**src/rtl/multicycle_control.sv**
```systemverilog
// Multicycle MIPS control: sequences FETCH/DECODE/EXEC/MEMRD/MEMWR/WB, waits on a memory
// ready handshake with an optional watchdog, and traps on illegal opcodes or memory timeouts.
module multicycle_control #(
    parameter int unsigned HANDSHAKE = 1,
    parameter int unsigned TIMEOUT   = 15
) (
    input  logic       clk,
    input  logic       rst_n,
    input  logic [5:0] op,
    input  logic       zero,
    input  logic       mem_rdy,
    output logic       ir_we,
    output logic       pc_we,
    output logic       mem_rd,
    output logic       mem_wr,
    output logic       regwr,
    output logic [1:0] pcsrc,
    output logic       iord,
    output logic       regdst,
    output logic       alusrc,
    output logic       memtoreg,
    output logic       extop,
    output logic       rtype,
    output logic [2:0] aluop,
    output logic       trap,
    output logic [1:0] trap_cause,
    output logic [2:0] state
);

    localparam int unsigned CntW = (TIMEOUT > 0) ? $clog2(TIMEOUT + 1) : 1;

    localparam logic [5:0] OpR     = 6'b000000;
    localparam logic [5:0] OpOri   = 6'b001101;
    localparam logic [5:0] OpAddiu = 6'b001001;
    localparam logic [5:0] OpAddi  = 6'b001000;
    localparam logic [5:0] OpLw    = 6'b100011;
    localparam logic [5:0] OpSw    = 6'b101011;
    localparam logic [5:0] OpBeq   = 6'b000100;
    localparam logic [5:0] OpJ     = 6'b000010;

    typedef enum logic [2:0] {
        StFetch  = 3'd0,
        StDecode = 3'd1,
        StExec   = 3'd2,
        StMemRd  = 3'd3,
        StMemWr  = 3'd4,
        StWb     = 3'd5,
        StTrap   = 3'd6
    } state_e;

    state_e            state_q, state_d;
    logic [CntW-1:0]   cnt_q, cnt_d;
    logic [1:0]        trap_cause_q, trap_cause_d;

    logic ir_we_c, pc_we_c, mem_rd_c, mem_wr_c, regwr_c;
    logic legal_op, mem_state, done, timeout;

    // Static datapath selects, valid in every state.
    always_comb begin
        regdst   = 1'b0;
        alusrc   = 1'b0;
        memtoreg = 1'b0;
        extop    = 1'b0;
        rtype    = 1'b0;
        aluop    = 3'b000;
        legal_op = 1'b1;
        case (op)
            OpR: begin
                regdst = 1'b1;
                rtype  = 1'b1;
                aluop  = 3'b001;
            end
            OpOri: begin
                alusrc = 1'b1;
                aluop  = 3'b010;
            end
            OpAddi, OpAddiu, OpSw: begin
                alusrc = 1'b1;
                extop  = 1'b1;
            end
            OpLw: begin
                alusrc   = 1'b1;
                extop    = 1'b1;
                memtoreg = 1'b1;
            end
            OpBeq:   aluop = 3'b100;
            OpJ:     ;
            default: legal_op = 1'b0;
        endcase
    end

    assign mem_state = (state_q == StFetch) || (state_q == StMemRd) || (state_q == StMemWr);
    assign done      = (HANDSHAKE == 0) || mem_rdy;
    // A ready arriving in the last allowed wait cycle wins over the timeout.
    assign timeout   = (HANDSHAKE != 0) && (TIMEOUT != 0) && mem_state && !mem_rdy &&
                       (cnt_q == CntW'(TIMEOUT - 1));

    always_comb begin
        state_d      = state_q;
        trap_cause_d = trap_cause_q;
        ir_we_c      = 1'b0;
        pc_we_c      = 1'b0;
        mem_rd_c     = 1'b0;
        mem_wr_c     = 1'b0;
        regwr_c      = 1'b0;
        pcsrc        = 2'b00;
        iord         = 1'b0;
        case (state_q)
            StFetch: begin
                if (timeout) begin
                    state_d      = StTrap;
                    trap_cause_d = 2'b10;
                end else begin
                    mem_rd_c = 1'b1;
                    if (done) begin
                        ir_we_c = 1'b1;
                        pc_we_c = 1'b1;
                        state_d = StDecode;
                    end
                end
            end
            StDecode: begin
                if (op == OpJ) begin
                    pc_we_c = 1'b1;
                    pcsrc   = 2'b10;
                    state_d = StFetch;
                end else if (legal_op) begin
                    state_d = StExec;
                end else begin
                    state_d      = StTrap;
                    trap_cause_d = 2'b01;
                end
            end
            StExec: begin
                case (op)
                    OpR, OpOri, OpAddi, OpAddiu: state_d = StWb;
                    OpLw:                        state_d = StMemRd;
                    OpSw:                        state_d = StMemWr;
                    OpBeq: begin
                        pc_we_c = zero;
                        pcsrc   = 2'b01;
                        state_d = StFetch;
                    end
                    default:                     state_d = StFetch;
                endcase
            end
            StMemRd: begin
                iord = 1'b1;
                if (timeout) begin
                    state_d      = StTrap;
                    trap_cause_d = 2'b10;
                end else begin
                    mem_rd_c = 1'b1;
                    if (done) state_d = StWb;
                end
            end
            StMemWr: begin
                iord = 1'b1;
                if (timeout) begin
                    state_d      = StTrap;
                    trap_cause_d = 2'b10;
                end else begin
                    mem_wr_c = 1'b1;
                    if (done) state_d = StFetch;
                end
            end
            StWb: begin
                regwr_c = 1'b1;
                state_d = StFetch;
            end
            StTrap:  state_d = StTrap;
            default: state_d = StFetch;
        endcase
    end

    // Wait counter restarts on every state change, so each memory state starts from zero.
    always_comb begin
        cnt_d = cnt_q;
        if (state_d != state_q) begin
            cnt_d = '0;
        end else if (mem_state && !mem_rdy && (cnt_q != {CntW{1'b1}})) begin
            cnt_d = cnt_q + 1'b1;
        end
    end

    always_ff @(posedge clk or negedge rst_n) begin
        if (!rst_n) begin
            state_q      <= StFetch;
            cnt_q        <= '0;
            trap_cause_q <= 2'b00;
        end else begin
            state_q      <= state_d;
            cnt_q        <= cnt_d;
            trap_cause_q <= trap_cause_d;
        end
    end

    // Strobes are held low for the whole time reset is asserted.
    assign ir_we      = ir_we_c & rst_n;
    assign pc_we      = pc_we_c & rst_n;
    assign mem_rd     = mem_rd_c & rst_n;
    assign mem_wr     = mem_wr_c & rst_n;
    assign regwr      = regwr_c & rst_n;
    assign trap       = (state_q == StTrap);
    assign trap_cause = trap_cause_q;
    assign state      = state_q;

endmodule

```
**config.mk**
```make
export PLATFORM = sky130hd
export DESIGN_NAME = multicycle_control
export DESIGN_NICKNAME = d
export VERILOG_FILES = /design/src/rtl/multicycle_control.sv
export SDC_FILE = /design/constraint.sdc
export NUM_CORES = 1
export LEC_CHECK = 0
export CORE_UTILIZATION = 46
export DETAILED_ROUTE_END_ITERATION = 10
export PLACE_DENSITY = 0.78
export SLEW_MARGIN = 20
export SYNTH_ARGS = -nofsm -noshare
export SYNTH_HDL_FRONTEND = slang
export SYNTH_SLANG_ARGS = --single-unit
export TNS_END_PERCENT = 50
```
**constraint.sdc**
```tcl
create_clock -name clk -period 2.2 [get_ports clk]
set_clock_uncertainty 0.05 [all_clocks]
set_input_delay 0.44 -clock clk [delete_from_list [all_inputs] [get_ports clk]]
set_output_delay 0.44 -clock clk [all_outputs]
set_load 0.01 [all_outputs]
```
-- Word level (Yosys, flattened, before mapping)
Cells that the tools add are included.
W data, S select, Z words.
- register bits after elaboration: 9
- input bits: 10
- output and inout bits: 22
- logic and storage cells: 82
- $add $sub $neg: 1
- equality and inequality tests: 19
- muxes and demuxes: 36
- bitwise logic cells: 5
- reductions and logical operators: 18
- operators with widths (kind ; count):
    $mux W3 ; 8
    $eq A6 B4 Y1 const B ; 3
    $pmux W3 S3 ; 2
    $pmux W3 S6 ; 1
    $mux W1 ; 16
    $eq A6 B6 Y1 const B ; 2
    $eq A3 B3 Y1 const B ; 3
    $mux W2 ; 4
    $mux W4 ; 2
    $pmux W2 S2 ; 2
    $reduce_or A4 Y1 ; 2
    $reduce_or A8 Y1 ; 1
    $eq A3 B2 Y1 const B ; 2
    $eq A6 B2 Y1 const B ; 1
    $eq A6 B3 Y1 const B ; 1
    $logic_not A6 Y1 ; 1
    $and A1 B1 Y1 ; 5
    $reduce_or A5 Y1 ; 1
    $add A4 B1 Y4 const B ; 1
    $eq A4 B4 Y1 const B ; 1
    $ne A2 B2 Y1 const B ; 2
    $ne A4 B4 Y1 const B ; 1
    $reduce_and A4 Y1 ; 1
    $reduce_bool A2 Y1 ; 2
    10 further kinds ; 14

-- Longest topological paths before layout
Gate-level depths: netlist of the first run.
- word-level depth: 9
- gate-level depth with buffers: 7
- mapped depth without buffers: 7

-- Least setup slack after synthesis of the first run
Ideal clock, no wire load.
- path type: input port to output port
- from: in op[1]
- to: out pc_we
- data arrival time: 1.673 ns
- setup slack: 0.037 ns
- cell stages on the path: 5
- path buffers: 0
- cells stage by stage: or3_4 nor3_2 nor3b_2 a22oi_1 nor2_1
- word-level cells in the longest chain between the ends: 4
- RTL lines (what ; line ; source):
    start, declared ; 9 ; input logic [5:0] op,
    $eq A6 B3 Y1 or $eq A6 B2 Y1 (tied branches) ; 135, 123 ;
    $mux W1, on equally long branches ; 135, 123 ;
    $pmux W1 S3 * ; 108 ; case (state_q)
    $and A1 B1 Y1 * ; 200 ; assign pc_we = pc_we_c & rst_n;
    end, declared ; 13 ; output logic pc_we,
Every way passes the cells marked *; elsewhere a longest branch is shown, timed or not.

-- Worst setup path in the final report of the first run
Same ends and word-level chain as after synthesis.

==> flow_metrics.env, run 1 <==
export IMPL_core_area_um2=2020
export IMPL_cts_htree_levels=1
export IMPL_drive_gt1_share_pct=37.2
export IMPL_overflow=0
export IMPL_antenna_cells=0
export IMPL_synthXorXnorAreaFrac_pct=0.862
export IMPL_cts_sinks=9
export IMPL_path_cells="buf_6, or3_4, nor3_4, nor3b_4, a22oi_1, nor2_1, buf_2"
export IMPL_ys_flop_type="dfrtp_1"
export IMPL_required_ps=1710
export IMPL_synth_seq_cells=9
export IMPL_io_pins=32
export IMPL_synthMuxAreaShare_pct=3.94
export IMPL_cp_slowest_stage_delay_ps=400
export IMPL_synthTopCellsByArea="dfrtp_1 22%, nand2_1 5.2%, nor3_1 4.4%, mux2i_1 3.9%, nor3_2 3.9%"
export IMPL_clock_path_buffers=2
export IMPL_num_vias=1130
export IMPL_start_kind="primary input"
export IMPL_hold_class="reg2reg"
export IMPL_fmax_ghz=0.459
export IMPL_async_reset_ff_share_pct=100
export IMPL_tightest_slew_ps=364
export IMPL_relSlewSlack_pct=75.5
export IMPL_synth_nets=132
export IMPL_finalWirelength_mm=2.82
export IMPL_port_buffers=31
export IMPL_hold_viol_final=0
export IMPL_fp_dieArea_um2=2400
export IMPL_start_util_pct=50.2
export IMPL_synth_top_area_share_pct=22.2
export IMPL_die_w_um=49.0
export IMPL_slew_violations=0
export IMPL_hpwlAfterDp_mm=2.10
export IMPL_path_buf_inv=2
export IMPL_fin_crit_sh_pct=99.0
export IMPL_ctsHoldBuffers=0
export IMPL_regArea_um2=226
export IMPL_post_synth_top_area_cell="dfrtp_1"
export IMPL_syn_inst=120
export IMPL_grt_usage_pct=23.8
export IMPL_place_area_um2=1460
export IMPL_drt_iter0_markers=19
export IMPL_yosysUniqueCellTypes=44
export IMPL_grt_max_degree=11
export IMPL_ys_warn_count=0
export IMPL_synth_top_family_by_area="simple AND/OR/NAND/NOR gates"
export IMPL_power_leakage_nw=0.720
export IMPL_multi_input_area_um2=722
export IMPL_crit_type="in2out"
export IMPL_path_clk_slew_ps=60
export IMPL_min_period_ps=2180
export IMPL_synth_area_um2=1020
export IMPL_die_height_um=49.0
export IMPL_avgSynthCellArea_um2=8.47
export IMPL_worst_r2r_setup_slack_ps=410
export IMPL_synth_compound_area_share_pct=22.5
export IMPL_fin_util_pct=77.8
export IMPL_numCtsBuffers=3
export IMPL_tns_ps=0
export IMPL_viasPerCell=5.46
export IMPL_ir_drop_uv=568
export IMPL_cts_tree="yes"
export IMPL_stdcell_area_um2=1570
export IMPL_clk_latency_ps=260
export IMPL_critPathMaxFanout=2
export IMPL_fp_row_count=16
export IMPL_synth_simple_area_share_pct=36.8
export IMPL_outcome="finished, final reports clean"
export IMPL_arrival_ps=1690
export IMPL_ys_top_cells_by_count="14 x nand2_1, 10 x nor2_1, 9 x dfrtp_1, 9 x nor3_1, 7 x a21oi_1"
export IMPL_grt_pass1_vias=1045
export IMPL_hold_ws_ps=427
export IMPL_place_gp_congestion=0.925
export IMPL_ys_seq_area_share_pct=22.2
export IMPL_drc=0
export IMPL_final_setup_viol_count=0
export IMPL_rsz0062_at_grt="true"
export IMPL_cap_violations=0
export IMPL_fill_cells=144
export IMPL_synth_most_common_cell="nand2_1"
export IMPL_cts_root_buf="clkbuf_4"
export IMPL_worst_path_max_delay_cell="or3_4"
export IMPL_grt_antenna_before_repair=0
export IMPL_synth_edf_count=0
export IMPL_power_density_nw_per_um2=781
export IMPL_wl_per_cell_um=13.6
export IMPL_grt_pass1_wl_mm=4.45
export IMPL_postRouteAntennaNets=0
export IMPL_critPathTopFamily="simple AND/OR/NAND/NOR gates"
export IMPL_endpoint_kind="output port"
export IMPL_finalNetCount=193
export IMPL_area_delta_synth_final_pct=54.8
export IMPL_synth_fa_ha_area_share_pct=3.57
export IMPL_dr_pass1_iters=4
-- path summary, 6_finish.rpt --
path / start / end / depth (start not counted)
max in group asynchronous: rst_n / state[2] / 2
hold / removal: trap_cause[0] / trap_cause[0] / 1
setup / recovery: op[1] / pc_we / 7
setup reg to reg: cnt_q[0] / cnt_q[2] / 8
min in group asynchronous: rst_n / state[1] / 2
hold reg to reg: trap_cause[0] / trap_cause[0] / 1
-- logic make-up after synthesis --
family | after synthesis
buf+inv | 13
xor+xnor | 1
mux | 4
simple gates | 63
flops | 9
fa+ha+maj | 3
compound gates | 27
-- area by class of cell --
class                      count  share of cell area, %
tap                           27                   2.15
multi-input combinational     98                   45.9
clock buffer                   4                   1.67
sequential                     9                   14.4
timing repair buffer          64                   34.7
inverter                       5                   1.19
-- layer usage --
| metal | vias to the layer above | GRT usage [%] | part of all wire, % |
|---|---|---|---|
| met3 | 2 | 4.36 | 4.7 |
| met2 | 34 | 44.7 | 55 |
| met1 | 540 | 27.1 | 40 |
| li1 | 554 | - | - |
| met4 | 0 | 6.37 | 0.50 |
| met5 | - | 0 | 0 |
-- where the power goes --
group / internal (mW) / total (mW) / leakage, nW / switching (mW)
clock network: 0.0699 / 0.127 / 0.0150 / 0.0572
registers: 0.205 / 0.229 / 0.116 / 0.0245
logic: 0.414 / 0.871 / 0.589 / 0.457
total: 0.689 / 1.23 / 0.720 / 0.539
-- per-stage QoR --
stage | setup WS [ps] | power (mW) | std cells
6_report | 21.1 | 1.23 | 207
5_1_grt | -43.3 | 1.32 | 207
4_1_cts | -21.3 | 1.17 | 202
3_5_place_dp | -697 | 1.05 | 195
3_3_place_gp | -648 | 1.03 | 195
2_1_floorplan | 36.7 | 0.742 | 120
-- cell usage in the layout, fill, tap and decap left out, types with 2 or more instances in the layout --
cell             count
a21oi_1              7
or3_4                2
clkdlybuf4s15_1      2
nor3_1               9
nor2_1               7
buf_6                7
buf_2                2
inv_1                5
dlygate4sd2_1       13
nor3_2               3
o21ai_0              4
nand3_1              4
or3_1                2
dfrtp_1              8
mux2i_1              4
nand2b_1             6
buf_4               29
clkbuf_4             3
ha_1                 2
nor2_2               2
clkdlybuf4s50_1     10
nand3_2              2
nand2_1             14
-- registers in the layout, summed over array words and instances, names as in the netlist --
| register | count |
|---|---|
| state | 3 |
| trap_cause | 2 |
| cnt_q | 4 |
-- timing repair --
item                                    in CTS  in global routing
pin swaps                                    4                  5
gates resized for setup                     40                 16
endpoints found under the hold margin        0                  0
buffers inserted                             3                  5
endpoints found under the setup margin      15                  7
cloned                                       0                  0
(Power assumes the default switching activity.)
==> inputs of run 2 (changes only) <==
--- a/config.mk
+++ b/config.mk
@@ -5,9 +5,11 @@
 export SDC_FILE = /design/constraint.sdc
 export NUM_CORES = 1
 export LEC_CHECK = 0
+export ABC_CLOCK_PERIOD_IN_PS = 2200
 export CORE_UTILIZATION = 46
 export DETAILED_ROUTE_END_ITERATION = 10
 export PLACE_DENSITY = 0.78
+export SETUP_SLACK_MARGIN = 0.02
 export SLEW_MARGIN = 20
 export SYNTH_ARGS = -nofsm -noshare
 export SYNTH_HDL_FRONTEND = slang
==> flow_metrics.env, run 2 (synthesis results as in run 1) <==
export IMPL_crit_start="op[1]"
export IMPL_power_density_nw_per_um2=771
export IMPL_worst_r2r_setup_slack_ps=440
export IMPL_cts_root_buf="clkbuf_4"
export IMPL_fill_cells=142
export IMPL_power_total_mw=1.22
export IMPL_required_ps=1710
export IMPL_violations="negative setup slack"
export IMPL_hpwlAfterDp_mm=2.10
export IMPL_largest_reg_flops=4
export IMPL_finalWirelength_mm=2.95
export IMPL_num_vias=1157
export IMPL_worst_path_max_delay_cell="or3_4"
export IMPL_outcome="complete, but fails checks"
export IMPL_ir_drop_uv=540
export IMPL_port_buffers=31
export IMPL_grt_antenna_before_repair=0
export IMPL_fin_cells=207
export IMPL_critPathMaxFanout=2
export IMPL_viasPerCell=5.59
export IMPL_drive_gt1_share_pct=40.6
export IMPL_fmax_ghz=0.454
export IMPL_postRouteAntennaNets=0
export IMPL_final_setup_viol_count=1
export IMPL_numCtsBuffers=3
export IMPL_finalNetCount=193
export IMPL_grt_usage_pct=24.2
export IMPL_final_common_cell="buf_4"
export IMPL_stdcell_area_um2=1590
export IMPL_dr_pass1_iters=4
export IMPL_overflow=0
export IMPL_area_delta_synth_final_pct=56.3
export IMPL_io_pins=32
export IMPL_tightest_slew_ps=356
export IMPL_fp_dieArea_um2=2400
export IMPL_ctsHoldBuffers=0
export IMPL_hold_viol_final=0
export IMPL_cp_slowest_stage_delay_ps=390
export IMPL_grt_max_degree=11
export IMPL_endpoint_kind="output port"
export IMPL_die_height_um=49.0
export IMPL_clk_latency_ps=260
export IMPL_cap_violations=0
export IMPL_crit_end="pc_we"
export IMPL_cts_sinks=9
export IMPL_min_period_ps=2200
export IMPL_fin_crit_sh_pct=100
export IMPL_reg2reg_depth=7
export IMPL_clock_path_buffers=2
export IMPL_drc=0
export IMPL_tns_ps=-0.514
export IMPL_drt_iter0_markers=23
export IMPL_largest_register="cnt_q"
export IMPL_slew_violations=0
export IMPL_relSlewSlack_pct=76.1
export IMPL_die_w_um=49.0
export IMPL_start_util_pct=50.2
export IMPL_r2r_start="state[2]"
export IMPL_grt_pass1_vias=1038
export IMPL_final_cell_mix="29 x buf_4, 14 x nand2_1, 9 x nor3_1, 9 x clkdlybuf4s50_1, 9 x dlygate4sd2_1"
export IMPL_setup_slack_ps=-0.514
export IMPL_cts_htree_levels=1
export IMPL_place_area_um2=1460
export IMPL_path_cells="buf_6, or3_4, nor3_4, nor3b_4, a22oi_1, nor2_1, buf_2"
export IMPL_core_area_um2=2020
export IMPL_fp_row_count=16
export IMPL_path_clk_slew_ps=60
export IMPL_hold_depth=1
export IMPL_hold_class="reg2reg"
export IMPL_place_gp_congestion=0.925
export IMPL_arrival_ps=1710
export IMPL_start_kind="primary input"
export IMPL_crit_type="in2out"
export IMPL_wl_per_cell_um=14.2
export IMPL_fin_util_pct=78.5
export IMPL_antenna_cells=0
export IMPL_grt_pass1_wl_mm=4.51
export IMPL_rsz0062_at_grt="true"
export IMPL_power_leakage_nw=0.719
export IMPL_r2r_end="cnt_q[2]"
export IMPL_cts_tree="yes"
export IMPL_place_inst=195
-- run 2: report_power, final --
part           internal (mW)  switching, mW
registers              0.205         0.0246
logic                  0.403          0.465
clock network         0.0699         0.0573
total                  0.678          0.547
-- run 2: layer usage --
| layer | GRT usage [%] | up-vias | wire [um] |
|---|---|---|---|
| met2 | 46.1 | 38 | 1590 |
| met3 | 4.05 | 4 | 134 |
| met5 | 0 | - | 0 |
| met1 | 27.5 | 555 | 1190 |
| li1 | - | 560 | - |
| met4 | 5.88 | 0 | 25 |
-- run 2: worst min-delay path by stage --
stage                  start             to
2_1_floorplan          rst_n       cnt_q[0]
3_5_place_dp   trap_cause[0]  trap_cause[0]
4_1_cts        trap_cause[0]  trap_cause[0]
6_report       trap_cause[0]  trap_cause[0]
5_1_grt        trap_cause[0]  trap_cause[0]
3_3_place_gp   trap_cause[0]  trap_cause[0]
-- run 2: what timing repair did --
item,CTS,global route
gates resized for setup,50,18
setup buffers,4,4
setup endpoints to repair,16,11
pin swaps,4,5
-- run 2: layout make-up --
type / instances / area [um^2] / area share, %
sequential: 9 / 226 / 14.3
timing repair buffer: 64 / 553 / 34.8
tap: 27 / 33.8 / 2.13
inverter: 5 / 18.8 / 1.18
multi-input combinational: 98 / 729 / 45.9
clock buffer: 4 / 26.3 / 1.65
-- run 2: critical path: cells and delay by family --
family	cells	cell delay, ps
AND/OR/NAND/NOR	4	930
buffers and inverters	2	220
AO/OA/AOI/OAI	1	120
-- run 2: stage by stage --
step                      setup slack, ps  hold slack (ps)
after floorplan                      36.7             94.4
after CTS                           -12.2              432
after global placement               -648              411
after global routing                -64.5              448
final                              -0.514              427
after detailed placement             -697              419
==> inputs of run 3 (changes only) <==
--- a/config.mk
+++ b/config.mk
@@ -6,11 +6,11 @@
 export NUM_CORES = 1
 export LEC_CHECK = 0
 export ABC_CLOCK_PERIOD_IN_PS = 2200
-export CORE_UTILIZATION = 46
+export CORE_UTILIZATION = 48
+export CTS_BUF_LIST = sky130_fd_sc_hd__clkbuf_2 sky130_fd_sc_hd__clkbuf_4 sky130_fd_sc_hd__clkbuf_8
 export DETAILED_ROUTE_END_ITERATION = 10
-export PLACE_DENSITY = 0.78
+export PLACE_DENSITY = 0.81
 export SETUP_SLACK_MARGIN = 0.02
-export SLEW_MARGIN = 20
 export SYNTH_ARGS = -nofsm -noshare
 export SYNTH_HDL_FRONTEND = slang
 export SYNTH_SLANG_ARGS = --single-unit
==> flow_metrics.env, run 3 (synthesis results as in run 1) <==
export IMPL_required_ps=1710
export IMPL_place_gp_congestion=0.925
export IMPL_cts_tree="yes"
export IMPL_rsz0062_at_grt="true"
export IMPL_fp_row_count=16
export IMPL_fin_cells=204
export IMPL_power_density_nw_per_um2=772
export IMPL_final_cell_mix="30 x buf_4, 14 x nand2_1, 10 x dlygate4sd2_1, 9 x clkdlybuf4s50_1"
export IMPL_arrival_ps=1640
export IMPL_p_int_mw=0.665
export IMPL_io_pins=32
export IMPL_wl_per_cell_um=13.3
export IMPL_p_sw_share_pct=44.4
export IMPL_switchingPower_mw=0.532
export IMPL_largest_register="cnt_q"
export IMPL_area_delta_synth_final_pct=52.7
export IMPL_die_height_um=48.0
export IMPL_hold_viol_final=0
export IMPL_core_area_um2=1980
export IMPL_fill_cells=137
export IMPL_drt_iter0_markers=20
export IMPL_grt_antenna_before_repair=0
export IMPL_ctsHoldBuffers=0
export IMPL_fp_dieArea_um2=2300
export IMPL_finalWirelength_mm=2.71
export IMPL_place_inst=196
export IMPL_antenna_cells=0
export IMPL_postRouteAntennaNets=0
export IMPL_combPwrFrac_pct=67.3
export IMPL_die_w_um=48.0
export IMPL_start_util_pct=51.3
export IMPL_fin_crit_sh_pct=96.8
export IMPL_final_setup_viol_count=0
export IMPL_clk_latency_ps=280
export IMPL_fmax_ghz=0.470
export IMPL_grt_usage_pct=24.6
export IMPL_setup_slack_ps=70.3
export IMPL_viasPerCell=5.41
export IMPL_power_leakage_nw=0.757
export IMPL_hold_class="reg2reg"
export IMPL_path_clk_slew_ps=70
export IMPL_pwr_share_seq_pct=20.5
export IMPL_fin_util_pct=78.3
export IMPL_place_ws_ps=-722
export IMPL_critPathMaxFanout=3
export IMPL_clockPowerShare_pct=12.2
export IMPL_slew_violations=0
export IMPL_grt_max_degree=16
export IMPL_dr_pass1_iters=5
export IMPL_drc=0
export IMPL_largest_reg_flops=4
export IMPL_hpwlAfterDp_mm=2.09
export IMPL_outcome="finished, final reports clean"
export IMPL_crit_type="in2out"
export IMPL_cts_htree_levels=1
export IMPL_cap_violations=0
export IMPL_numCtsBuffers=3
export IMPL_overflow=0
export IMPL_start_kind="primary input"
export IMPL_cts_sinks=9
export IMPL_grt_pass1_wl_mm=3.91
export IMPL_tightest_slew_ps=365
export IMPL_ir_drop_uv=626
export IMPL_drive_gt1_share_pct=38.4
export IMPL_min_period_ps=2130
export IMPL_final_common_cell="buf_4"
export IMPL_relSlewSlack_pct=75.5
export IMPL_power_total_mw=1.20
export IMPL_finalNetCount=190
export IMPL_cts_root_buf="clkbuf_4"
export IMPL_grt_pass1_vias=913
export IMPL_clock_path_buffers=2
export IMPL_endpoint_kind="output port"
export IMPL_num_vias=1104
export IMPL_port_buffers=31
==> run 3: cell types whose count changed in the layout (fill, tap and decap cells not counted), sizes merged <==
cell	change
buf	-2
dlymetal6s2s	+2
clkbuf	-1
clkdlybuf4s15	-3
dlygate4sd2	+1
==> run 3: layout make-up <==
class                           count  area [um^2]  share of cell area [%]
Clock buffer                        4         30.0                    1.94
Sequential cell                     9          226                    14.6
Timing Repair Buffer               61          508                    32.7
Multi-Input combinational cell     98          734                    47.3
Inverter                            5         18.8                    1.21
Tap cell                           27         33.8                    2.18
==> run 3: per-layer routing <==
layer | wire (um) | vias to the layer above | track usage, % | share of wire, %
li1 | - | 553 | - | -
met1 | 1200 | 513 | 31.1 | 44
met2 | 1400 | 36 | 42.7 | 52
met3 | 84 | 2 | 5.66 | 3.1
met4 | 17 | 0 | 5.00 | 0.63
met5 | 0 | - | 0 | 0
==> run 3: per-stage QoR <==
step / TNS (ps) / area (um^2) / hold WS, ps
2_1_floorplan: 0 / 1020 / 94.4
3_3_place_gp: -5760 / 1470 / 411
3_5_place_dp: -6310 / 1470 / 415
4_1_cts: -11.4 / 1530 / 431
5_1_grt: -3.27 / 1550 / 443
6_report: 0 / 1550 / 429
==> run 3: worst max-delay path, stage by stage <==
cell and delay [ps]:
buf_6 90, or3_4 400, nor3_4 170, nor3b_4 210
a22oi_1 100, nor2_1 90, buf_2 130
==> run 3: worst paths after layout <==
| kind | slack, ps | to | start | depth (start not counted) |
|---|---|---|---|---|
| setup / recovery | 70 | pc_we | op[1] | 7 |
| hold / removal | 430 | trap_cause[0] | trap_cause[0] | 1 |
| setup reg to reg | 440 | cnt_q[2] | state[0] | 7 |
| hold reg to reg | 430 | trap_cause[0] | trap_cause[0] | 1 |
| max in group asynchronous | 1460 | cnt_q[2] | rst_n | 2 |
| min in group asynchronous | 440 | state[0] | rst_n | 2 |
==> run 3: power by group through the flow <==
stage                     Clock, mW  Combinational (mW)  Sequential [mW]
final                         0.145               0.806            0.246
after global routing          0.158               0.872            0.249
after CTS                     0.153               0.799            0.242
after detailed placement          0               0.774            0.251
after global placement            0               0.753            0.248
after floorplan                   0               0.484            0.259
==> run 3: what timing repair did <==
item | CTS | global route
endpoints found under the hold margin | 0 | 0
pin swaps | 5 | 6
endpoints found under the setup margin | 16 | 5
setup buffers | 4 | 1
resized for setup | 46 | 11
